[config.mk]
export PLATFORM = sky130hd
export DESIGN_NAME = rs_issue_queue_flat
export DESIGN_NICKNAME = d
export VERILOG_FILES = /design/src/rtl/rs_issue_queue_if.sv /design/src/rtl/rs_issue_queue.sv /design/src/flat_wrapper.sv
export SDC_FILE = /design/constraint.sdc
export NUM_CORES = 1
export LEC_CHECK = 0
export ABC_AREA = 1
export BUFFER_PORTS_ARGS = -buffer_cell sky130_fd_sc_hd__buf_2
export CAP_MARGIN = 20
export CELL_PAD_IN_SITES_DETAIL_PLACEMENT = 0
export CELL_PAD_IN_SITES_GLOBAL_PLACEMENT = 2
export CORE_ASPECT_RATIO = 1.5
export CORE_MARGIN = 8
export CORE_UTILIZATION = 36
export DETAILED_ROUTE_END_ITERATION = 7
export HOLD_SLACK_MARGIN = 0.02
export PLACE_DENSITY = 0.77
export SETUP_SLACK_MARGIN = 0.2
export SLEW_MARGIN = 10
export SYNTH_ARGS = -nofsm -noshare
export SYNTH_HDL_FRONTEND = slang
export SYNTH_SLANG_ARGS = --single-unit
[constraint.sdc]
create_clock -name clk -period 3 [get_ports clk]
set_input_delay 0.9 -clock clk [delete_from_list [all_inputs] [get_ports clk]]
set_output_delay 0.9 -clock clk [all_outputs]
set_load 0.005 [all_outputs]
[src/rtl/rs_issue_queue_if.sv]
// rs_issue_queue_if: dispatch, wakeup, issue and flush signals of one reservation station
// Ports (grouped here): flush; disp_* dispatch handshake and operands; wk_* wakeup broadcasts;
// iss_* issue handshake and selected uop; occupancy. master = upstream/FU side, slave = the queue.
interface rs_issue_queue_if #(
    parameter int PREG_W     = 6,
    parameter int PAYLOAD_W  = 32,
    parameter int NUM_WAKEUP = 2,
    parameter int OCC_W      = 4
);
    logic                         flush;
    logic                         disp_valid;
    logic                         disp_ready;
    logic [PREG_W-1:0]            disp_src1_preg;
    logic                         disp_src1_rdy;
    logic [PREG_W-1:0]            disp_src2_preg;
    logic                         disp_src2_rdy;
    logic [PREG_W-1:0]            disp_dst_preg;
    logic [PAYLOAD_W-1:0]         disp_payload;
    logic [NUM_WAKEUP-1:0]        wk_valid;
    logic [NUM_WAKEUP*PREG_W-1:0] wk_preg;
    logic                         iss_valid;
    logic                         iss_ready;
    logic [PREG_W-1:0]            iss_src1_preg;
    logic [PREG_W-1:0]            iss_src2_preg;
    logic [PREG_W-1:0]            iss_dst_preg;
    logic [PAYLOAD_W-1:0]         iss_payload;
    logic [OCC_W-1:0]             occupancy;
    modport master (
        output flush, disp_valid, disp_src1_preg, disp_src1_rdy, disp_src2_preg, disp_src2_rdy,
               disp_dst_preg, disp_payload, wk_valid, wk_preg, iss_ready,
        input  disp_ready, iss_valid, iss_src1_preg, iss_src2_preg, iss_dst_preg, iss_payload, occupancy
    );
    modport slave (
        input  flush, disp_valid, disp_src1_preg, disp_src1_rdy, disp_src2_preg, disp_src2_rdy,
               disp_dst_preg, disp_payload, wk_valid, wk_preg, iss_ready,
        output disp_ready, iss_valid, iss_src1_preg, iss_src2_preg, iss_dst_preg, iss_payload, occupancy
    );
endinterface

[src/rtl/rs_issue_queue.sv]
// rs_issue_queue: reservation station holding uops until both sources are ready, issuing oldest ready first
// Ports: clk, rst (sync, active-high); bus (rs_issue_queue_if.slave) carries flush, dispatch,
// wakeup broadcasts, issue handshake and occupancy.
// Option: define RS_WAKE_SELECT_BYPASS_EN for zero-cycle wakeup-to-select.
module rs_issue_queue #(
    parameter int RS_ENTRIES = 8,
    parameter int NUM_PREGS  = 64,
    parameter int NUM_WAKEUP = 2,
    parameter int PAYLOAD_W  = 32
) (
    input  logic              clk,
    input  logic              rst,
    rs_issue_queue_if.slave   bus
);
    localparam int PREG_W = $clog2(NUM_PREGS);
    localparam int OCC_W  = $clog2(RS_ENTRIES + 1);
    localparam int IDX_W  = (RS_ENTRIES > 1) ? $clog2(RS_ENTRIES) : 1;
    logic [RS_ENTRIES-1:0] r_valid;
    logic [RS_ENTRIES-1:0] r_s1_rdy;
    logic [RS_ENTRIES-1:0] r_s2_rdy;
    logic [PREG_W-1:0]     r_s1  [RS_ENTRIES];
    logic [PREG_W-1:0]     r_s2  [RS_ENTRIES];
    logic [PREG_W-1:0]     r_dst [RS_ENTRIES];
    logic [PAYLOAD_W-1:0]  r_pay [RS_ENTRIES];
    // r_older[i][j] set means entry j was dispatched before entry i
    logic [RS_ENTRIES-1:0] r_older [RS_ENTRIES];
    logic [OCC_W-1:0]      r_occ;
    logic [RS_ENTRIES-1:0] w_hit1;
    logic [RS_ENTRIES-1:0] w_hit2;
    logic [RS_ENTRIES-1:0] w_elig;
    logic [RS_ENTRIES-1:0] w_sel;
    logic                  w_dhit1;
    logic                  w_dhit2;
    logic                  w_disp_fire;
    logic                  w_iss_fire;
    logic [IDX_W-1:0]      w_free;
    logic [PREG_W-1:0]     w_iss_s1;
    logic [PREG_W-1:0]     w_iss_s2;
    logic [PREG_W-1:0]     w_iss_dst;
    logic [PAYLOAD_W-1:0]  w_iss_pay;
    always_comb begin
        w_hit1  = '0;
        w_hit2  = '0;
        w_dhit1 = 1'b0;
        w_dhit2 = 1'b0;
        for (int k = 0; k < NUM_WAKEUP; k++) begin
            for (int i = 0; i < RS_ENTRIES; i++) begin
                w_hit1[i] = w_hit1[i] | (bus.wk_valid[k] && bus.wk_preg[k*PREG_W +: PREG_W] == r_s1[i]);
                w_hit2[i] = w_hit2[i] | (bus.wk_valid[k] && bus.wk_preg[k*PREG_W +: PREG_W] == r_s2[i]);
            end
            w_dhit1 = w_dhit1 | (bus.wk_valid[k] && bus.wk_preg[k*PREG_W +: PREG_W] == bus.disp_src1_preg);
            w_dhit2 = w_dhit2 | (bus.wk_valid[k] && bus.wk_preg[k*PREG_W +: PREG_W] == bus.disp_src2_preg);
        end
    end
`ifdef RS_WAKE_SELECT_BYPASS_EN
    assign w_elig = r_valid & (r_s1_rdy | w_hit1) & (r_s2_rdy | w_hit2);
`else
    assign w_elig = r_valid & r_s1_rdy & r_s2_rdy;
`endif
    // An eligible entry wins when no older entry is also eligible; ages form a total order, so one winner
    always_comb begin
        w_sel     = '0;
        w_iss_s1  = '0;
        w_iss_s2  = '0;
        w_iss_dst = '0;
        w_iss_pay = '0;
        for (int i = 0; i < RS_ENTRIES; i++) begin
            w_sel[i]  = w_elig[i] && ~|(r_older[i] & w_elig);
            w_iss_s1  = w_iss_s1  | (w_sel[i] ? r_s1[i]  : '0);
            w_iss_s2  = w_iss_s2  | (w_sel[i] ? r_s2[i]  : '0);
            w_iss_dst = w_iss_dst | (w_sel[i] ? r_dst[i] : '0);
            w_iss_pay = w_iss_pay | (w_sel[i] ? r_pay[i] : '0);
        end
    end
    always_comb begin
        w_free = '0;
        for (int i = RS_ENTRIES - 1; i >= 0; i--)
            if (!r_valid[i]) w_free = IDX_W'(i);
    end
    assign bus.disp_ready    = r_occ < OCC_W'(RS_ENTRIES);
    assign bus.iss_valid     = |w_elig;
    assign bus.iss_src1_preg = w_iss_s1;
    assign bus.iss_src2_preg = w_iss_s2;
    assign bus.iss_dst_preg  = w_iss_dst;
    assign bus.iss_payload   = w_iss_pay;
    assign bus.occupancy     = r_occ;
    assign w_disp_fire       = bus.disp_valid && bus.disp_ready;
    assign w_iss_fire        = bus.iss_valid && bus.iss_ready;
    always_ff @(posedge clk) begin
        if (rst || bus.flush) begin
            r_valid <= '0;
            r_occ   <= '0;
            for (int i = 0; i < RS_ENTRIES; i++) r_older[i] <= '0;
        end else begin
            r_s1_rdy <= r_s1_rdy | w_hit1;
            r_s2_rdy <= r_s2_rdy | w_hit2;
            for (int i = 0; i < RS_ENTRIES; i++) begin
                if (w_iss_fire && w_sel[i]) begin
                    r_valid[i] <= 1'b0;
                    r_older[i] <= '0;
                    for (int j = 0; j < RS_ENTRIES; j++) r_older[j][i] <= 1'b0;
                end
            end
            if (w_disp_fire) begin
                r_valid[w_free]  <= 1'b1;
                r_s1_rdy[w_free] <= bus.disp_src1_rdy | w_dhit1;
                r_s2_rdy[w_free] <= bus.disp_src2_rdy | w_dhit2;
                r_s1[w_free]     <= bus.disp_src1_preg;
                r_s2[w_free]     <= bus.disp_src2_preg;
                r_dst[w_free]    <= bus.disp_dst_preg;
                r_pay[w_free]    <= bus.disp_payload;
                // the new uop is younger than every survivor, excluding the one leaving this edge
                r_older[w_free]  <= r_valid & ~(w_iss_fire ? w_sel : '0);
                for (int j = 0; j < RS_ENTRIES; j++) r_older[j][w_free] <= 1'b0;
            end
            r_occ <= r_occ + OCC_W'(w_disp_fire) - OCC_W'(w_iss_fire);
        end
    end
endmodule
[src/flat_wrapper.sv]
// flat-port wrapper written by rule: the top's interface ports become plain ports
module rs_issue_queue_flat 
#(
    parameter int RS_ENTRIES = 8,
    parameter int NUM_PREGS  = 64,
    parameter int NUM_WAKEUP = 2,
    parameter int PAYLOAD_W  = 32
)
  (clk, rst, bus_flush, bus_disp_valid, bus_disp_src1_preg, bus_disp_src1_rdy, bus_disp_src2_preg, bus_disp_src2_rdy, bus_disp_dst_preg, bus_disp_payload, bus_wk_valid, bus_wk_preg, bus_iss_ready, bus_disp_ready, bus_iss_valid, bus_iss_src1_preg, bus_iss_src2_preg, bus_iss_dst_preg, bus_iss_payload, bus_occupancy);
  rs_issue_queue_if #(.PAYLOAD_W(PAYLOAD_W), .NUM_WAKEUP(NUM_WAKEUP)) bus_i ();
  input  logic clk;
  input  logic rst;
  input wire logic [$bits(bus_i.flush)-1:0] bus_flush;
  input wire logic [$bits(bus_i.disp_valid)-1:0] bus_disp_valid;
  input wire logic [$bits(bus_i.disp_src1_preg)-1:0] bus_disp_src1_preg;
  input wire logic [$bits(bus_i.disp_src1_rdy)-1:0] bus_disp_src1_rdy;
  input wire logic [$bits(bus_i.disp_src2_preg)-1:0] bus_disp_src2_preg;
  input wire logic [$bits(bus_i.disp_src2_rdy)-1:0] bus_disp_src2_rdy;
  input wire logic [$bits(bus_i.disp_dst_preg)-1:0] bus_disp_dst_preg;
  input wire logic [$bits(bus_i.disp_payload)-1:0] bus_disp_payload;
  input wire logic [$bits(bus_i.wk_valid)-1:0] bus_wk_valid;
  input wire logic [$bits(bus_i.wk_preg)-1:0] bus_wk_preg;
  input wire logic [$bits(bus_i.iss_ready)-1:0] bus_iss_ready;
  output wire logic [$bits(bus_i.disp_ready)-1:0] bus_disp_ready;
  output wire logic [$bits(bus_i.iss_valid)-1:0] bus_iss_valid;
  output wire logic [$bits(bus_i.iss_src1_preg)-1:0] bus_iss_src1_preg;
  output wire logic [$bits(bus_i.iss_src2_preg)-1:0] bus_iss_src2_preg;
  output wire logic [$bits(bus_i.iss_dst_preg)-1:0] bus_iss_dst_preg;
  output wire logic [$bits(bus_i.iss_payload)-1:0] bus_iss_payload;
  output wire logic [$bits(bus_i.occupancy)-1:0] bus_occupancy;
  assign bus_i.flush = bus_flush;
  assign bus_i.disp_valid = bus_disp_valid;
  assign bus_i.disp_src1_preg = bus_disp_src1_preg;
  assign bus_i.disp_src1_rdy = bus_disp_src1_rdy;
  assign bus_i.disp_src2_preg = bus_disp_src2_preg;
  assign bus_i.disp_src2_rdy = bus_disp_src2_rdy;
  assign bus_i.disp_dst_preg = bus_disp_dst_preg;
  assign bus_i.disp_payload = bus_disp_payload;
  assign bus_i.wk_valid = bus_wk_valid;
  assign bus_i.wk_preg = bus_wk_preg;
  assign bus_i.iss_ready = bus_iss_ready;
  assign bus_disp_ready = bus_i.disp_ready;
  assign bus_iss_valid = bus_i.iss_valid;
  assign bus_iss_src1_preg = bus_i.iss_src1_preg;
  assign bus_iss_src2_preg = bus_i.iss_src2_preg;
  assign bus_iss_dst_preg = bus_i.iss_dst_preg;
  assign bus_iss_payload = bus_i.iss_payload;
  assign bus_occupancy = bus_i.occupancy;
  rs_issue_queue #(.RS_ENTRIES(RS_ENTRIES), .NUM_PREGS(NUM_PREGS), .NUM_WAKEUP(NUM_WAKEUP), .PAYLOAD_W(PAYLOAD_W)) u_core (.clk(clk), .rst(rst), .bus(bus_i));
endmodule
==> impl_metrics.env, run 1 <==
export IMPL_status="finished, violations left"
export IMPL_violations="negative setup slack"
export IMPL_synthDistinctLibCells=45
export IMPL_path_delay_family="buffers and inverters"
export IMPL_place_congestion=0.950
export IMPL_reg2reg_to="u_core.r_older[2][3]"
export IMPL_p_per_area_nw_per_um2=493
export IMPL_syn_area_um2=23500
export IMPL_synth_area_per_cell_um2=9.48
export IMPL_critPathLaunchType="register"
export IMPL_drv_slew=0
export IMPL_wl_per_cell_um=23.8
export IMPL_io_pins=127
export IMPL_skew_ns=0.0427
export IMPL_n_fill_cell=6114
export IMPL_yosys_warnings=0
export IMPL_die_y_um=329
export IMPL_cts_hold_buf=0
export IMPL_cp_max_fo=8
export IMPL_synth_edf_count=480
export IMPL_async_reset_ff_share_pct=0
export IMPL_die_area_um2=73800
export IMPL_yosysTopAreaCell="edfxtp_1"
export IMPL_cts_sinks=492
export IMPL_tightestPinTransition_ns=0.528
export IMPL_clk_latency_ns=0.63
export IMPL_hold_ws_ns=0.556
export IMPL_endpoint="bus_iss_payload[9]"
export IMPL_required_ns=2.10
export IMPL_rsz0062_at_grt="true"
export IMPL_vias=18800
export IMPL_synthTopCellsByArea="edfxtp_1 (61%), nand2_1 (17%), nor2_1 (4.7%)"
export IMPL_dpl_hpwl_um=58500
export IMPL_synth_top_cell_area_share_pct=61.4
export IMPL_layout_setup_ws_ns=-0.524
export IMPL_grt_max_degree=39
export IMPL_cp_num_buf_inv=6
export IMPL_cts_tree="done"
export IMPL_clk_path_buf_depth=3
export IMPL_nets=2860
export IMPL_drv_cap=0
export IMPL_rr_startpoint="u_core.r_s1_rdy[7]"
export IMPL_r2r_slack_ns=0.31
export IMPL_finalCritPeriodShare_pct=117
export IMPL_drive_above_1_share_pct=23.4
export IMPL_finalSetupTns_ns=-23.04
export IMPL_crit_path_start="u_core.r_s1_rdy[7]"
export IMPL_grt_pass1_vias=18700
export IMPL_slew_headroom_pct=64.7
export IMPL_worstRegToRegCells=16
export IMPL_cts_root_buf="clkbuf_16"
export IMPL_syn_inst=2477
export IMPL_vdd_drop_max_uv=542
export IMPL_period_minus_slack_ns=3.52
export IMPL_synth_main_ff_cell="edfxtp_1"
export IMPL_grt_pass1_wl_um=126000
export IMPL_fp_row_count=114
export IMPL_placed_cells=3534
export IMPL_worstSetupPathType="register to output pin"
export IMPL_antenna_found_initial=7
export IMPL_fin_cells=3696
export IMPL_worstPathCellList="buf_6 > nand3_4 > buf_6 > nor2_4 > nor2_2 > nand2_2 > nor2_4 > buf_12 > buf_12 > buf_16 > nand2_2 > nand2_2 > nor2_4 > nand2_2 > buf_2"
export IMPL_hold_violations=0
export IMPL_postRouteAntennaNets=0
export IMPL_crit_path_frequent_cell="nand2_2"
export IMPL_drc=0
export IMPL_finalSetupViolCount=50
export IMPL_finalInstanceArea_um2=29800
export IMPL_postLayoutCoreUtil_pct=46.3
export IMPL_ys_ff_latch=492
export IMPL_hold_path_class="input port to register"
export IMPL_htreeDepth=2
export IMPL_post_dp_cell_area_um2=26300
export IMPL_cts_buffers=49
export IMPL_slowest_delay_ns=0.37
export IMPL_grt_usage_pct=23.3
export IMPL_dr_pass1_iters=6
export IMPL_grt_ovfl_total=0
export IMPL_core_area_um2=64500
export IMPL_ys_seq_area_share_pct=62.4
export IMPL_worstSetupEndpointType="output pin"
export IMPL_drt_initial_drc_count=1578
export IMPL_crit_arrival_ns=2.62
export IMPL_vias_per_cell=5.09
export IMPL_cp_slowest_cell="edfxtp_1"
export IMPL_syn_to_final_growth_pct=27.1
export IMPL_die_x_um=225
export IMPL_cp_depth=15
export IMPL_place_port_buffers=126
export IMPL_fmax_mhz=284
export IMPL_clk_pin_slew_ns=0.06
export IMPL_wirelength_um=88100
export IMPL_initial_core_util_pct=36.4
export IMPL_p_leak_nw=12.4
## metrics by stage
| step | setup WS, ns | total power, mW |
|---|---|---|
| after floorplan | 0.0827 | 8.17 |
| after global placement | -0.416 | 8.59 |
| after detailed placement | -0.263 | 8.60 |
| after CTS | -0.558 | 14.8 |
| after global routing | -0.623 | 15.1 |
| final | -0.524 | 14.7 |
## routing by layer
layer	GRT usage, %	routed length, um
met1	26.8	33800
met2	41.2	44300
met3	3.68	4770
met4	12.7	5180
met5	0	22
## cells in the mapped netlist, drive strengths merged, types with 2 or more instances
| cell | instances |
|---|---|
| nand2 | 1079 |
| edfxtp | 480 |
| nor2 | 309 |
| inv | 171 |
| buf | 73 |
| nand4 | 57 |
| o21ai | 49 |
| nand3 | 47 |
| xor2 | 30 |
| a21oi | 28 |
| o22ai | 27 |
| o211ai | 25 |
| nor3 | 22 |
| clkbuf | 20 |
| dfxtp | 12 |
| clkinv | 10 |
| or2 | 10 |
| nand3b | 7 |
| o2111ai | 6 |
| ha | 4 |
| a21boi | 3 |
| o221ai | 3 |
| xnor2 | 2 |
## report_power, final
| part | internal, mW | switching, mW | total (mW) |
|---|---|---|---|
| Sequential | 7.63 | 0.0370 | 7.66 |
| Clock | 3.50 | 2.71 | 6.21 |
| Combinational | 0.259 | 0.565 | 0.823 |
| Total | 11.4 | 3.31 | 14.7 |
## cell type report
type                       instances  area (um2)  share of cell area (%)
tap                              870        1090                    3.65
clock inverter                    26         278                   0.931
clock buffer                      63        1300                    4.36
sequential                       492       14700                    49.1
multi-input combinational       1718        8290                    27.8
antenna                            4        10.0                  0.0335
inverter                         181         727                    2.44
timing repair buffer             342        3490                    11.7
## sequential cells by signal, summed over array words and instances, names as in the netlist
name	flops
u_core.r_s1_rdy	8
u_core.r_s2_rdy	8
u_core.r_dst	48
u_core.bus.occupancy	4
u_core.r_pay	256
u_core.r_valid	8
u_core.r_s2	48
u_core.r_s1	48
u_core.r_older	64
## worst register-to-register path, delay by kind of cell (launching register included)
family	cells	cell delay (ns)
buf+inv	7	1.08
simple gates	9	0.98
flops	1	0.37
## worst min-delay path by stage
stage          cells after the start                 endpoint  slack (ns)               startpoint
2_1_floorplan                      2        u_core.r_valid[6]        0.51        u_core.r_valid[6]
3_3_place_gp                       2  u_core.bus.occupancy[3]        0.60  u_core.bus.occupancy[3]
3_5_place_dp                       2  u_core.bus.occupancy[3]        0.61  u_core.bus.occupancy[2]
4_1_cts                            1       u_core.r_dst[7][1]        0.53     bus_disp_dst_preg[1]
5_1_grt                            1       u_core.r_dst[4][2]        0.55     bus_disp_dst_preg[2]
6_report                           1       u_core.r_dst[4][2]        0.56     bus_disp_dst_preg[2]
## cells in the final DEF, fill, tap and decap left out, types with 28 or more instances in the layout
master / count
nor2_2: 28
nand4_1: 52
edfxtp_1: 480
nand2_2: 103
nor2_1: 251
clkbuf_16: 54
nor2_4: 30
buf_4: 117
nand2_4: 30
buf_12: 48
inv_1: 145
xor2_1: 30
nand3_1: 33
o21ai_0: 48
nand2_1: 943
buf_2: 122
## what timing repair did
action,in CTS,in global routing
endpoints found under the setup margin,51,51
gates resized for setup,135,122
setup buffers,34,14
cloned,16,5
pin swaps,57,91
## cell families after synthesis
group,share of synthesized area [%]
buffers and inverters,5.12
AND/OR/NAND/NOR,27.3
other,0.0160
AO/OA/AOI/OAI,3.69
flip-flops,62.4
adder cells (fa/ha/maj),0.298
XOR/XNOR,1.19
No activity file was read; power rests on OpenSTA's default activity.
==> inputs of run 2 (changes only) <==
--- a/config.mk
+++ b/config.mk
@@ -12,11 +12,13 @@
 export CELL_PAD_IN_SITES_GLOBAL_PLACEMENT = 2
 export CORE_ASPECT_RATIO = 1.5
 export CORE_MARGIN = 8
-export CORE_UTILIZATION = 36
+export CORE_UTILIZATION = 44
+export CTS_BUF_LIST = sky130_fd_sc_hd__clkbuf_4 sky130_fd_sc_hd__clkbuf_8
 export DETAILED_ROUTE_END_ITERATION = 7
 export HOLD_SLACK_MARGIN = 0.02
-export PLACE_DENSITY = 0.77
+export PLACE_DENSITY = 0.88
 export SETUP_SLACK_MARGIN = 0.2
+export SKIP_LAST_GASP = 1
 export SLEW_MARGIN = 10
 export SYNTH_ARGS = -nofsm -noshare
 export SYNTH_HDL_FRONTEND = slang
==> constraint.sdc (replaced) <==
create_clock -name clk -period 4.1 [get_ports clk]
set_input_delay 1.23 -clock clk [delete_from_list [all_inputs] [get_ports clk]]
set_output_delay 1.23 -clock clk [all_outputs]
set_load 0.005 [all_outputs]
==> run 2 against run 1 <==
  * The flow now finishes without violations
  * Via count increased by 1.0%
  * First-iteration DRC count increased by 8.0%
  * Design area decreased by 5.9%
  * Sequential power decreased by 27%
  * Routed wire length fell by 0.50%
==> impl_metrics.env, run 2 (synthesis gave the netlist of run 1 again) <==
export IMPL_final_common_cell="nand2_1"
export IMPL_final_cell_mix="nand2_1 (1010), edfxtp_1 (480), nor2_1 (263)"
export IMPL_place_port_buffers=126
export IMPL_fin_cells=3474
export IMPL_htreeDepth=3
export IMPL_syn_to_final_growth_pct=19.6
export IMPL_cp_max_fo=6
export IMPL_rsz0062_at_grt="true"
export IMPL_worstHoldStart="u_core.r_valid[6]"
export IMPL_dpl_hpwl_um=52800
export IMPL_place_congestion=0.914
export IMPL_top_register="u_core.r_pay"
export IMPL_layout_setup_ws_ns=0.270
export IMPL_path_delay_family="simple AND/OR/NAND/NOR gates"
export IMPL_p_per_area_nw_per_um2=373
export IMPL_required_ns=2.87
export IMPL_drt_initial_drc_count=1705
export IMPL_drive_above_1_share_pct=20.2
export IMPL_dr_pass1_iters=6
export IMPL_drv_slew=0
export IMPL_cp_slowest_cell="edfxtp_1"
export IMPL_cp_num_buf_inv=4
export IMPL_wl_per_cell_um=25.2
export IMPL_grt_usage_pct=27.2
export IMPL_slew_headroom_pct=42.4
export IMPL_total_power_mw=10.5
export IMPL_die_area_um2=61200
export IMPL_cts_hold_buf=0
export IMPL_io_pins=127
export IMPL_drc=0
export IMPL_crit_path_frequent_cell="nand2_1"
export IMPL_largest_reg_flops=256
export IMPL_grt_pass1_vias=19100
export IMPL_rr_startpoint="u_core.r_valid[5]"
export IMPL_whs_path_depth=2
export IMPL_place_ws_ns=0.458
export IMPL_hold_violations=0
export IMPL_placed_cells=3270
export IMPL_grt_max_degree=51
export IMPL_vdd_drop_max_uv=348
export IMPL_reg2reg_to="u_core.r_older[1][6]"
export IMPL_period_minus_slack_ns=3.83
export IMPL_r2r_slack_ns=1.46
export IMPL_fp_row_count=103
export IMPL_die_x_um=205
export IMPL_clk_latency_ns=0.71
export IMPL_skew_ns=0.0533
export IMPL_crit_arrival_ns=2.60
export IMPL_finalSetupTns_ns=0
export IMPL_tightestPinTransition_ns=0.863
export IMPL_nets=2807
export IMPL_wirelength_um=87700
export IMPL_cts_buffers=77
export IMPL_initial_core_util_pct=44.5
export IMPL_multi_input_area_um2=7900
export IMPL_vias_per_cell=5.47
export IMPL_postRouteAntennaNets=0
export IMPL_finalCritPeriodShare_pct=93.4
export IMPL_cts_sinks=492
export IMPL_p_leak_nw=11.8
export IMPL_largestRegisters="u_core.r_pay x256, u_core.r_older x64"
export IMPL_fmax_mhz=261
export IMPL_vias=19000
export IMPL_cts_tree="done"
export IMPL_finalSetupViolCount=0
export IMPL_grt_ovfl_total=0
export IMPL_slowest_delay_ns=0.41
export IMPL_die_y_um=299
export IMPL_clk_path_buf_depth=3
export IMPL_grt_pass1_wl_um=122000
export IMPL_whs_endpoint="u_core.r_valid[6]"
export IMPL_n_fill_cell=4794
export IMPL_drv_cap=0
export IMPL_worstSetupPathType="register to output pin"
export IMPL_cts_root_buf="clkbuf_8"
export IMPL_worstRegToRegCells=13
export IMPL_worstSetupEndpointType="output pin"
export IMPL_antenna_found_initial=4
export IMPL_status="finished, final reports clean"
export IMPL_worstPathCellList="nand3_2 > buf_6 > nor2_2 > nor2_2 > nand2_2 > nor2_4 > buf_12 > clkbuf_16 > nand2_1 > nand2_1 > nor2_1 > nand2_1 > buf_2"
export IMPL_hold_ws_ns=0.555
export IMPL_regArea_um2=14700
export IMPL_core_area_um2=52700
export IMPL_hold_path_class="register to register"
export IMPL_clk_pin_slew_ns=0.07
export IMPL_critPathLaunchType="register"
run 2: changes by cell type in the layout (fill, tap and decap cells not counted), sizes merged:
cell	change
buf	-87
bufbuf	-1
bufinv	-2
clkbuf	+46
clkinv	+9
clkinvlp	-6
diode	-2
inv	+8
nor2	+1
run 2: what timing repair did:
item | CTS | global route
buffers inserted | 21 | 22
setup endpoints to repair | 50 | 50
gates cloned | 9 | 12
gates resized for setup | 29 | 103
endpoints found under the hold margin | 0 | 0
pin swaps | 9 | 47
run 2: layer usage:
layer  vias to the layer above  GRT usage [%]  share of wire (%)
met5                         -              0              0.014
met4                         2           15.2                6.2
met2                       894           46.5                 49
met3                       281           4.46                6.8
met1                      9182           32.0                 38
li1                       8649              -                  -
run 2: report_power, final:
part | switching [mW] | total [mW] | leakage (nW) | internal [mW]
sequential | 0.0275 | 5.61 | 4.56 | 5.58
clock | 2.06 | 4.32 | 0.829 | 2.25
combinational | 0.399 | 0.552 | 6.41 | 0.154
total | 2.49 | 10.5 | 11.8 | 7.99
run 2: area by class of cell:
class                      instances  share of cell area [%]
sequential                       492                    52.2
multi-input combinational       1719                    28.1
timing repair buffer             260                    8.48
clock buffer                     103                    4.54
tap                              682                    3.04
inverter                         181                    2.52
clock inverter                    35                    1.04
antenna                            2                  0.0178
run 2: per-stage QoR:
step | instance area (um2) | utilization [%]
after floorplan | 23500 | -
after global placement | 25200 | 47.8
after detailed placement | 25200 | 47.8
after CTS | 27300 | 51.8
after global routing | 28100 | 53.3
final | 28100 | 53.3
run 2: worst max path at each step:
stage	slack (ns)	cells past startpoint	start	to
after floorplan	0.70	5	bus_flush	u_core.r_dst[3][0]
after global placement	0.45	11	u_core.r_older[3][3]	bus_iss_payload[4]
after detailed placement	0.46	11	u_core.r_older[3][3]	bus_iss_dst_preg[3]
after CTS	0.18	10	u_core.r_s1_rdy[1]	bus_iss_src2_preg[1]
after global routing	0.16	13	u_core.r_s1_rdy[6]	bus_iss_src2_preg[1]
final	0.27	13	u_core.r_s2_rdy[7]	bus_iss_payload[20]
run 2: tightest hold or removal path, cell delays in order (launching register included):
cell and delay, ns:
dfxtp_4 0.38, nand2_1 0.09, nand2_1 0.06
==> inputs of run 3 (changes only) <==
--- a/config.mk
+++ b/config.mk
@@ -12,11 +12,9 @@
 export CELL_PAD_IN_SITES_GLOBAL_PLACEMENT = 2
 export CORE_ASPECT_RATIO = 1.5
 export CORE_MARGIN = 8
-export CORE_UTILIZATION = 44
-export CTS_BUF_LIST = sky130_fd_sc_hd__clkbuf_4 sky130_fd_sc_hd__clkbuf_8
+export CORE_UTILIZATION = 42
 export DETAILED_ROUTE_END_ITERATION = 7
-export HOLD_SLACK_MARGIN = 0.02
-export PLACE_DENSITY = 0.88
+export PLACE_DENSITY = 0.84
 export SETUP_SLACK_MARGIN = 0.2
 export SKIP_LAST_GASP = 1
 export SLEW_MARGIN = 10
==> run 3 against run 2 <==
  * Register-to-register slack better by 0.06 ns
  * Non-clock buffer count is 47 lower
  * Sequential cell count stayed put
  * Critical path depth is 2 lower
  * Maximum frequency is 0.14% higher
  * Largest power group unchanged
==> impl_metrics.env, run 3 (synthesis gave the netlist of run 1 again) <==
export IMPL_worstSetupEndpointType="output pin"
export IMPL_rr_startpoint="u_core.r_s2_rdy[4]"
export IMPL_grt_pass1_wl_um=117000
export IMPL_place_congestion=0.939
export IMPL_p_leak_nw=11.3
export IMPL_grt_usage_pct=24.5
export IMPL_slew_headroom_pct=40.5
export IMPL_drt_initial_drc_count=1537
export IMPL_cts_sinks=492
export IMPL_fp_row_count=106
export IMPL_cts_buffers=49
export IMPL_die_area_um2=63900
export IMPL_p_per_area_nw_per_um2=389
export IMPL_top_register="u_core.r_pay"
export IMPL_wl_per_cell_um=23.6
export IMPL_syn_to_final_growth_pct=15.8
export IMPL_regArea_um2=14700
export IMPL_final_cell_mix="nand2_1 (1053), edfxtp_1 (480), nor2_1 (285)"
export IMPL_grt_ovfl_total=0
export IMPL_period_minus_slack_ns=3.82
export IMPL_hold_path_class="register to register"
export IMPL_antenna_found_initial=3
export IMPL_clk_latency_ns=0.61
export IMPL_vdd_drop_max_uv=384
export IMPL_worstPathCellList="nand3_4 > nor2_1 > nor2_1 > nand2_1 > nor2_4 > buf_12 > nand2_1 > nand2_1 > nor2_1 > nand2_1 > buf_2"
export IMPL_fmax_mhz=261
export IMPL_grt_max_degree=52
export IMPL_cts_tree="done"
export IMPL_core_area_um2=55600
export IMPL_postRouteAntennaNets=0
export IMPL_io_pins=127
export IMPL_wirelength_um=80300
export IMPL_fin_cells=3399
export IMPL_critPathLaunchType="register"
export IMPL_nets=2731
export IMPL_vias=18200
export IMPL_clk_pin_slew_ns=0.06
export IMPL_crit_arrival_ns=2.59
export IMPL_crit_path_start="u_core.r_s1_rdy[3]"
export IMPL_hold_violations=0
export IMPL_tightestPinTransition_ns=0.886
export IMPL_worstRegToRegCells=14
export IMPL_required_ns=2.87
export IMPL_clk_path_buf_depth=3
export IMPL_finalCritPeriodShare_pct=93.3
export IMPL_dpl_hpwl_um=51900
export IMPL_placed_cells=3282
export IMPL_finalSetupTns_ns=0
export IMPL_n_fill_cell=5087
export IMPL_htreeDepth=2
export IMPL_rsz0062_at_grt="true"
export IMPL_initial_core_util_pct=42.2
export IMPL_die_x_um=209
export IMPL_cts_root_buf="clkbuf_16"
export IMPL_crit_path_frequent_cell="nand2_1"
export IMPL_status="finished, final reports clean"
export IMPL_reg2reg_to="u_core.bus.occupancy[2]"
export IMPL_drv_slew=0
export IMPL_drv_cap=0
export IMPL_die_y_um=306
export IMPL_largestRegisters="u_core.r_pay x256, u_core.r_older x64"
export IMPL_skew_ns=0.0393
export IMPL_slowest_delay_ns=0.56
export IMPL_cp_max_fo=40
export IMPL_dr_pass1_iters=5
export IMPL_grt_pass1_vias=18200
export IMPL_endpoint="bus_iss_payload[24]"
export IMPL_largest_reg_flops=256
export IMPL_drc=0
export IMPL_finalSetupViolCount=0
export IMPL_r2r_slack_ns=1.52
export IMPL_total_power_mw=10.6
export IMPL_place_port_buffers=126
export IMPL_drive_above_1_share_pct=14.9
export IMPL_cp_slowest_cell="edfxtp_1"
export IMPL_vias_per_cell=5.35
export IMPL_worstSetupPathType="register to output pin"
export IMPL_final_common_cell="nand2_1"
export IMPL_multi_input_area_um2=7740
-- run 3: area by class of cell --
| class | count | area share, % |
|---|---|---|
| Antenna cell | 1 | 0.00920 |
| Clock buffer | 68 | 5.00 |
| Clock inverter | 24 | 0.819 |
| Inverter | 181 | 2.59 |
| Multi-Input combinational cell | 1718 | 28.5 |
| Sequential cell | 492 | 53.9 |
| Tap cell | 702 | 3.23 |
| Timing Repair Buffer | 213 | 5.95 |
-- run 3: critical path, delay by kind of cell, from the launching register on --
family	cells	cell delay, ns
AND/OR/NAND/NOR	9	0.98
buffers and inverters	2	0.41
flip-flops	1	0.56
-- run 3: how the worst min path moves through the flow --
stage	from	end	slack [ns]	cells past startpoint
6_report	u_core.r_valid[6]	u_core.r_valid[6]	0.55	2
5_1_grt	u_core.r_valid[6]	u_core.r_valid[6]	0.59	2
4_1_cts	u_core.r_valid[6]	u_core.r_valid[6]	0.54	2
3_5_place_dp	u_core.r_valid[6]	u_core.r_valid[6]	0.57	2
3_3_place_gp	u_core.r_valid[6]	u_core.r_valid[6]	0.58	2
2_1_floorplan	u_core.r_valid[6]	u_core.r_valid[6]	0.51	2
-- run 3: power by group --
part | internal (mW) | leakage [nW] | switching, mW | total [mW]
registers | 5.58 | 4.56 | 0.0361 | 5.62
logic | 0.152 | 5.99 | 0.390 | 0.542
clock network | 2.46 | 0.753 | 1.95 | 4.41
total | 8.19 | 11.3 | 2.38 | 10.6
-- run 3: timing repair --
item / CTS / global route
setup endpoints to repair: 50 / 50
resized for setup: 16 / 21
hold buffers: 0 / 0
buffers inserted: 9 / 11
cloned: 2 / 2
pin swaps: 1 / 6
-- run 3: per-layer routing --
metal	track usage, %	vias up	wire (um)	share of wire [%]
met4	10.2	2	3380	4.2
met1	28.9	8810	31400	39
met5	0	-	10	0.012
met3	4.48	191	5550	6.9
li1	-	8476	-	-
met2	43.4	707	40000	50
-- run 3: stage by stage --
stage	setup WS (ns)	cell area [um2]	hold slack, ns	util [%]
floorplan	0.696	23500	0.511	-
global placement	0.595	25200	0.576	45.4
detailed placement	0.591	25200	0.573	45.4
CTS	0.202	27000	0.544	48.6
global route	0.113	27200	0.592	48.9
finish	0.275	27200	0.547	48.9
